--- src/rtl/ila_framer_pkg.sv ---
// Shared types and constants for the ILA stream framer.
// State encoding, header tag default and header field layout.
package ila_framer_pkg;

  typedef enum logic [1:0] {
    ST_IDLE    = 2'd0,
    ST_HEADER  = 2'd1,
    ST_PAYLOAD = 2'd2,
    ST_DONE    = 2'd3
  } state_t;

  localparam logic [7:0] MAGIC_DEF = 8'hA5;

  localparam int TAG_MSB  = 31;
  localparam int TAG_LSB  = 24;
  localparam int RSVD_MSB = 23;
  localparam int RSVD_LSB = 16;
  localparam int CNT_MSB  = 15;
  localparam int CNT_LSB  = 0;

  function automatic logic [31:0] make_hdr(
    input logic [7:0]  tag,
    input logic [15:0] cnt
  );
    logic [31:0] h;
    h = '0;
    h[TAG_MSB:TAG_LSB]   = tag;
    h[RSVD_MSB:RSVD_LSB] = 8'h00;
    h[CNT_MSB:CNT_LSB]   = cnt;
    return h;
  endfunction

endpackage

--- src/rtl/ila_skid_buf.sv ---
// Two-entry output buffer carrying {data, tlast}; head drives the port.
// Ports: clk/rst_n, en (cke), clr (soft reset), push/din, rdy, dout/valid, full/empty.
module ila_skid_buf #(
  parameter int W = 33
) (
  input  logic         clk,
  input  logic         rst_n,
  input  logic         en,
  input  logic         clr,
  input  logic         push,
  input  logic [W-1:0] din,
  input  logic         rdy,
  output logic [W-1:0] dout,
  output logic         valid,
  output logic         full,
  output logic         empty
);

  logic [W-1:0] ent0;
  logic [W-1:0] ent1;
  logic [1:0]   cnt;
  logic         pop;
  logic         psh;

  assign pop   = en & (cnt != 2'd0) & rdy;
  assign psh   = en & push & (cnt != 2'd2);
  assign dout  = ent0;
  assign valid = (cnt != 2'd0);
  assign full  = (cnt == 2'd2);
  assign empty = (cnt == 2'd0);

  // ent0 only moves on a pop or on a push into an empty buffer,
  // so the presented word holds while the sink stalls.
  always_ff @(posedge clk or negedge rst_n) begin
    if (!rst_n) begin
      ent0 <= '0;
      ent1 <= '0;
      cnt  <= 2'd0;
    end else if (clr) begin
      ent0 <= '0;
      ent1 <= '0;
      cnt  <= 2'd0;
    end else begin
      unique case ({psh, pop})
        2'b10: begin
          if (cnt == 2'd0) ent0 <= din;
          else             ent1 <= din;
          cnt <= cnt + 2'd1;
        end
        2'b01: begin
          ent0 <= ent1;
          ent1 <= '0;
          cnt  <= cnt - 2'd1;
        end
        // push+pop only possible with one entry held
        2'b11: ent0 <= din;
        default: ;
      endcase
    end
  end

endmodule

--- src/rtl/ila_stream_framer.sv ---
// Frames ILA stream words: one header, then n payload words, tlast per burst.
// Ports: clk/reset/cke/soft reset, start+count, ILA slave, DMA master, busy/done.
module ila_stream_framer
  import ila_framer_pkg::*;
#(
  parameter int         DATA_W  = 32,
  parameter int         CNT_W   = 16,
  parameter int         BURST_W = 4,
  parameter logic [7:0] MAGIC   = MAGIC_DEF
) (
  input  logic              clk_i,
  input  logic              arst_n_i,
  input  logic              cke_i,
  input  logic              rst_i,
  input  logic              start_i,
  input  logic [CNT_W-1:0]  n_words_i,
  input  logic [DATA_W-1:0] s_tdata_i,
  input  logic              s_tvalid_i,
  output logic              s_tready_o,
  output logic [DATA_W-1:0] m_tdata_o,
  output logic              m_tvalid_o,
  input  logic              m_tready_i,
  output logic              m_tlast_o,
  output logic              busy_o,
  output logic              done_o
);

  state_t             state;
  logic [CNT_W-1:0]   cnt_total;
  logic [CNT_W-1:0]   word_cnt;
  logic [BURST_W-1:0] burst_cnt;
  logic               done_q;

  logic               sk_full;
  logic               sk_empty;
  logic               sk_valid;
  logic [DATA_W:0]    sk_dout;
  logic [DATA_W:0]    push_data;
  logic               push;

  logic               s_hs;
  logic               hdr_push;
  logic               last_word;
  logic               pay_last;
  logic [DATA_W-1:0]  hdr;

  // Ready is built from flops only: state and the buffer fill level.
  assign s_tready_o = (state == ST_PAYLOAD) & ~sk_full;
  assign s_hs       = s_tvalid_i & s_tready_o & cke_i;
  assign hdr_push   = (state == ST_HEADER) & ~sk_full & cke_i;
  assign last_word  = (word_cnt == cnt_total - CNT_W'(1));
  assign pay_last   = (&burst_cnt) | last_word;
  assign hdr        = DATA_W'(make_hdr(MAGIC, 16'(cnt_total)));

  always_comb begin
    push      = 1'b0;
    push_data = '0;
    if (hdr_push) begin
      push      = 1'b1;
      push_data = {hdr, (cnt_total == '0)};
    end else if (s_hs) begin
      push      = 1'b1;
      push_data = {s_tdata_i, pay_last};
    end
  end

  ila_skid_buf #(
    .W (DATA_W + 1)
  ) u_skid (
    .clk   (clk_i),
    .rst_n (arst_n_i),
    .en    (cke_i),
    .clr   (rst_i),
    .push  (push),
    .din   (push_data),
    .rdy   (m_tready_i),
    .dout  (sk_dout),
    .valid (sk_valid),
    .full  (sk_full),
    .empty (sk_empty)
  );

  always_ff @(posedge clk_i or negedge arst_n_i) begin
    if (!arst_n_i) begin
      state     <= ST_IDLE;
      cnt_total <= '0;
      word_cnt  <= '0;
      burst_cnt <= '0;
      done_q    <= 1'b0;
    end else if (rst_i) begin
      state     <= ST_IDLE;
      cnt_total <= '0;
      word_cnt  <= '0;
      burst_cnt <= '0;
      done_q    <= 1'b0;
    end else if (cke_i) begin
      unique case (state)
        ST_IDLE: begin
          if (start_i) begin
            cnt_total <= n_words_i;
            word_cnt  <= '0;
            burst_cnt <= '0;
            done_q    <= 1'b0;
            state     <= ST_HEADER;
          end
        end
        ST_HEADER: begin
          if (!sk_full) begin
            state <= (cnt_total == '0) ? ST_DONE : ST_PAYLOAD;
          end
        end
        ST_PAYLOAD: begin
          if (s_hs) begin
            word_cnt  <= word_cnt + CNT_W'(1);
            burst_cnt <= pay_last ? '0 : burst_cnt + BURST_W'(1);
            if (last_word) state <= ST_DONE;
          end
        end
        ST_DONE: begin
          if (sk_empty) begin
            done_q <= 1'b1;
            state  <= ST_IDLE;
          end
        end
        default: state <= ST_IDLE;
      endcase
    end
  end

  assign m_tdata_o  = sk_dout[DATA_W:1];
  assign m_tlast_o  = sk_dout[0];
  assign m_tvalid_o = sk_valid;
  assign busy_o     = (state != ST_IDLE);
  assign done_o     = done_q;

endmodule
--- config.mk ---
export PLATFORM = sky130hd
export DESIGN_NAME = ila_stream_framer
export DESIGN_NICKNAME = d
export VERILOG_FILES = /design/src/rtl/ila_framer_pkg.sv /design/src/rtl/ila_skid_buf.sv /design/src/rtl/ila_stream_framer.sv
export SDC_FILE = /design/constraint.sdc
export NUM_CORES = 1
export LEC_CHECK = 0
export BUFFER_PORTS_ARGS = -buffer_cell sky130_fd_sc_hd__clkbuf_2
export CELL_PAD_IN_SITES_DETAIL_PLACEMENT = 0
export CELL_PAD_IN_SITES_GLOBAL_PLACEMENT = 1
export CORE_UTILIZATION = 46
export CTS_CLUSTER_SIZE = 28
export DETAILED_ROUTE_END_ITERATION = 7
export PLACE_DENSITY = 0.85
export SETUP_SLACK_MARGIN = 0.15
export SLEW_MARGIN = 20
export SYNTH_ARGS = -nofsm -noshare
export SYNTH_HDL_FRONTEND = slang
export SYNTH_SLANG_ARGS = --single-unit
--- constraint.sdc ---
create_clock -name clk_i -period 7.06 [get_ports clk_i]
set_input_delay 0.353 -clock clk_i [delete_from_list [all_inputs] [get_ports clk_i]]
set_output_delay 0.353 -clock clk_i [all_outputs]
set_load 0.01 [all_outputs]
==> run metrics <==
initial antenna violation count 0; Root Driver clkbuf_16; Overall Power 1.48 mW; crit path max fanout 70; area grow syn2layout 13.2%; Die W 116 um; vias post-DR 5380; max-slew headroom at the worst pin 32.5%; Final Hold Vio Count 0; first-pass GRT wire length 25300 um; synth cell count leaders 138 x nand2_1, 107 x dfrtp_1, 96 x a21oi_1; Fin Clk Skew 0.00792 ns; drt total wl 15400 um; drt pass-1 iters 5; Synth Cell Area 0.00596 mm^2; Reg power frac 45.0%; fin crit share 56.7%; Period minus WS final 4.00 ns; Post-synth EDFFs 0; nets 838; Sink Count 107; Startpoint Class flip-flop; maximum clock frequency 0.250 GHz; Net Switching 469 uW; Req. time, crit path 7.35 ns; CP max stage cell nor2_1; Clock transition at path regs 0.07 ns; WL met2 7430 um; Crit. End Element flip-flop; M1 WL 7150 um; Worst-Skew Late Latency 0.35 ns; Multi-input gate area 0.00302 mm^2; Int Pwr 1.01 mW; ranking of synthesized cells by area dfrtp_1 45%, nand2_1 8.7%, a21oi_1 8.1%; H-tree depth 3; GPL Wtd Cong 0.895; crit-path cells inv_1 -> ha_1 -> and4_1 -> nor2_1 -> ha_4 -> nor2_1 -> a21oi_1 -> buf_4 -> nor2_1 -> a22o_1; Synth Flop Type dfrtp_1; Comb pwr share 22.0%; placed wire-length estimate 10600 um; Post-Syn Nets 784; largest net degree at the start of global routing 76; Final WS setup 3.06 ns; critical path type reg2reg; die height 116 um; Synth cell types 54; via/cell ratio 5.67; Placement Setup Slack 3.13 ns; Seq cells post-synth 107; die area 0.0134 mm^2; Num CTS Buffers 9; post-synthesis sequential area ratio 44.9%; post-synth top area share 44.9%; antenna-violating nets left 0; PwrDens 219 mW/mm^2; cell repeated most along the worst path nor2_1; Max Slew Vio Count 0; DRC viols 0; diode count 0; DR WL met3 575 um; YS warnings 0; Worst-Margin Slew 1.01 ns; Finished Cell Area 0.00674 mm^2; vias in the first global route 5185; CTS Buffer Depth 2; slowest stage delay, CP 0.77 ns; gr ovfl total 0; number of gates resized after CTS 0; Switching Share 31.8%; Setup Fix Bufs, Post-CTS 0; wire length per cell 16.2 um; fin util 53.4%; initial drt markers 376; RSZ-0062 raised after global routing false; ratio of cells with drive above 1 in the final layout 16.3%; setup violators final 0; R2R depth 10; status completed; Avg Inst Size Synth 8.30 um^2; Starting Density 47.2%; Tot GR Track Use 24.1%; row count 41; Arrival @ worst endpoint 4.29 ns; Fill cells 1213; Register Area 0.00268 mm^2; uppermost layer routed met4; final setup TNS 0 ns; Hold WC Path Type in2async; worst vdd ir 0.182 mV; Clk pwr share 32.9%; share of flip-flops with an asynchronous set or reset 100%; maxcap violations 0; input/output buffers 91; TritonCTS clock tree built; Leakage 3.02 nW; IO Pins 92; top-count cell post-synth nand2_1; Synth Instances 718; Hold Buf Count CTS 0; Placeable Area 0.0126 mm^2; Synth area leader dfrtp_1; area post-placement 0.00646 mm^2
## layout by cell type (no fill, tap or decap), types with 5 or more instances in the layout
cell / n
a31oi_1: 5
a21oi_1: 96
a22o_1: 12
ha_1: 10
xor2_1: 14
buf_4: 7
nand2_1: 138
o211ai_1: 14
nor3_1: 9
xnor2_1: 14
clkbuf_2: 90
nor2_1: 77
o21ai_0: 36
and2_1: 7
and3_1: 7
a21o_1: 5
a211oi_1: 5
inv_1: 13
nand3_1: 33
nand4_1: 6
clkbuf_16: 9
dfrtp_1: 107
mux2i_1: 5
## worst paths after layout
check	start	to	slack (ns)
setup / recovery	state[0]	u_skid.ent1[28]	3.06
hold / removal	arst_n_i	u_skid.dout[31]	0.09
setup reg to reg	state[0]	u_skid.ent1[28]	3.06
hold reg to reg	u_skid.ent1[26]	u_skid.ent1[26]	0.51
max in group asynchronous	arst_n_i	u_skid.dout[21]	5.86
min in group clk_i	n_words_i[3]	cnt_total[3]	0.22
## final cells by class
type                            instances  share of cell area (%)
Sequential cell                       107                    39.7
Inverter                               13                   0.724
Clock buffer                           12                    3.80
Clock inverter                          4                   0.371
Timing Repair Buffer                   97                    7.46
Multi-Input combinational cell        544                    44.7
Tap cell                              172                    3.19
## cells by family after synthesis
logic type                 synth area share (%)
and+or+nand+nor                            22.8
AOI/OAI and AO/OA                          20.3
DFF                                        44.9
buffers and inverters                      4.70
xor gates and xnor gates                   4.12
adders and majority gates                  2.31
muxes                                     0.840
## power by group through the flow
stage	Combinational [mW]	Sequential [mW]	Clock, mW
after floorplan	0.222	0.674	0
after global placement	0.316	0.675	0
after detailed placement	0.323	0.676	0
after CTS	0.325	0.665	0.498
after global routing	0.364	0.668	0.514
final	0.325	0.665	0.486
## flip-flops by register name, indices dropped and copies added, names as in the netlist
signal	count
burst_cnt	4
cnt_total	16
done_o	1
state	2
u_skid.cnt	2
u_skid.dout	33
u_skid.ent1	33
word_cnt	16
## critical path, delay by kind of cell (launching register included)
kind / cells / cell delay (ns)
AOI/OAI and AO/OA: 2 / 0.34
and+or+nand+nor: 4 / 1.98
adders and majority gates: 2 / 0.77
DFF: 1 / 0.42
buffers and inverters: 2 / 0.39
## through the flow
step / std cells / hold slack, ns
floorplan: 718 / 0.0574
global placement: 933 / 0.475
detailed placement: 933 / 0.492
CTS: 949 / 0.115
global route: 949 / 0.151
finish: 949 / 0.0947
## routing by layer
metal / GRT usage, % / vias up
li1: - / 2588
met1: 32.0 / 2653
met2: 40.3 / 125
met3: 4.50 / 14
met4: 6.84 / 0
met5: 0 / -
Note: power is estimated with default switching activity, not from simulation.
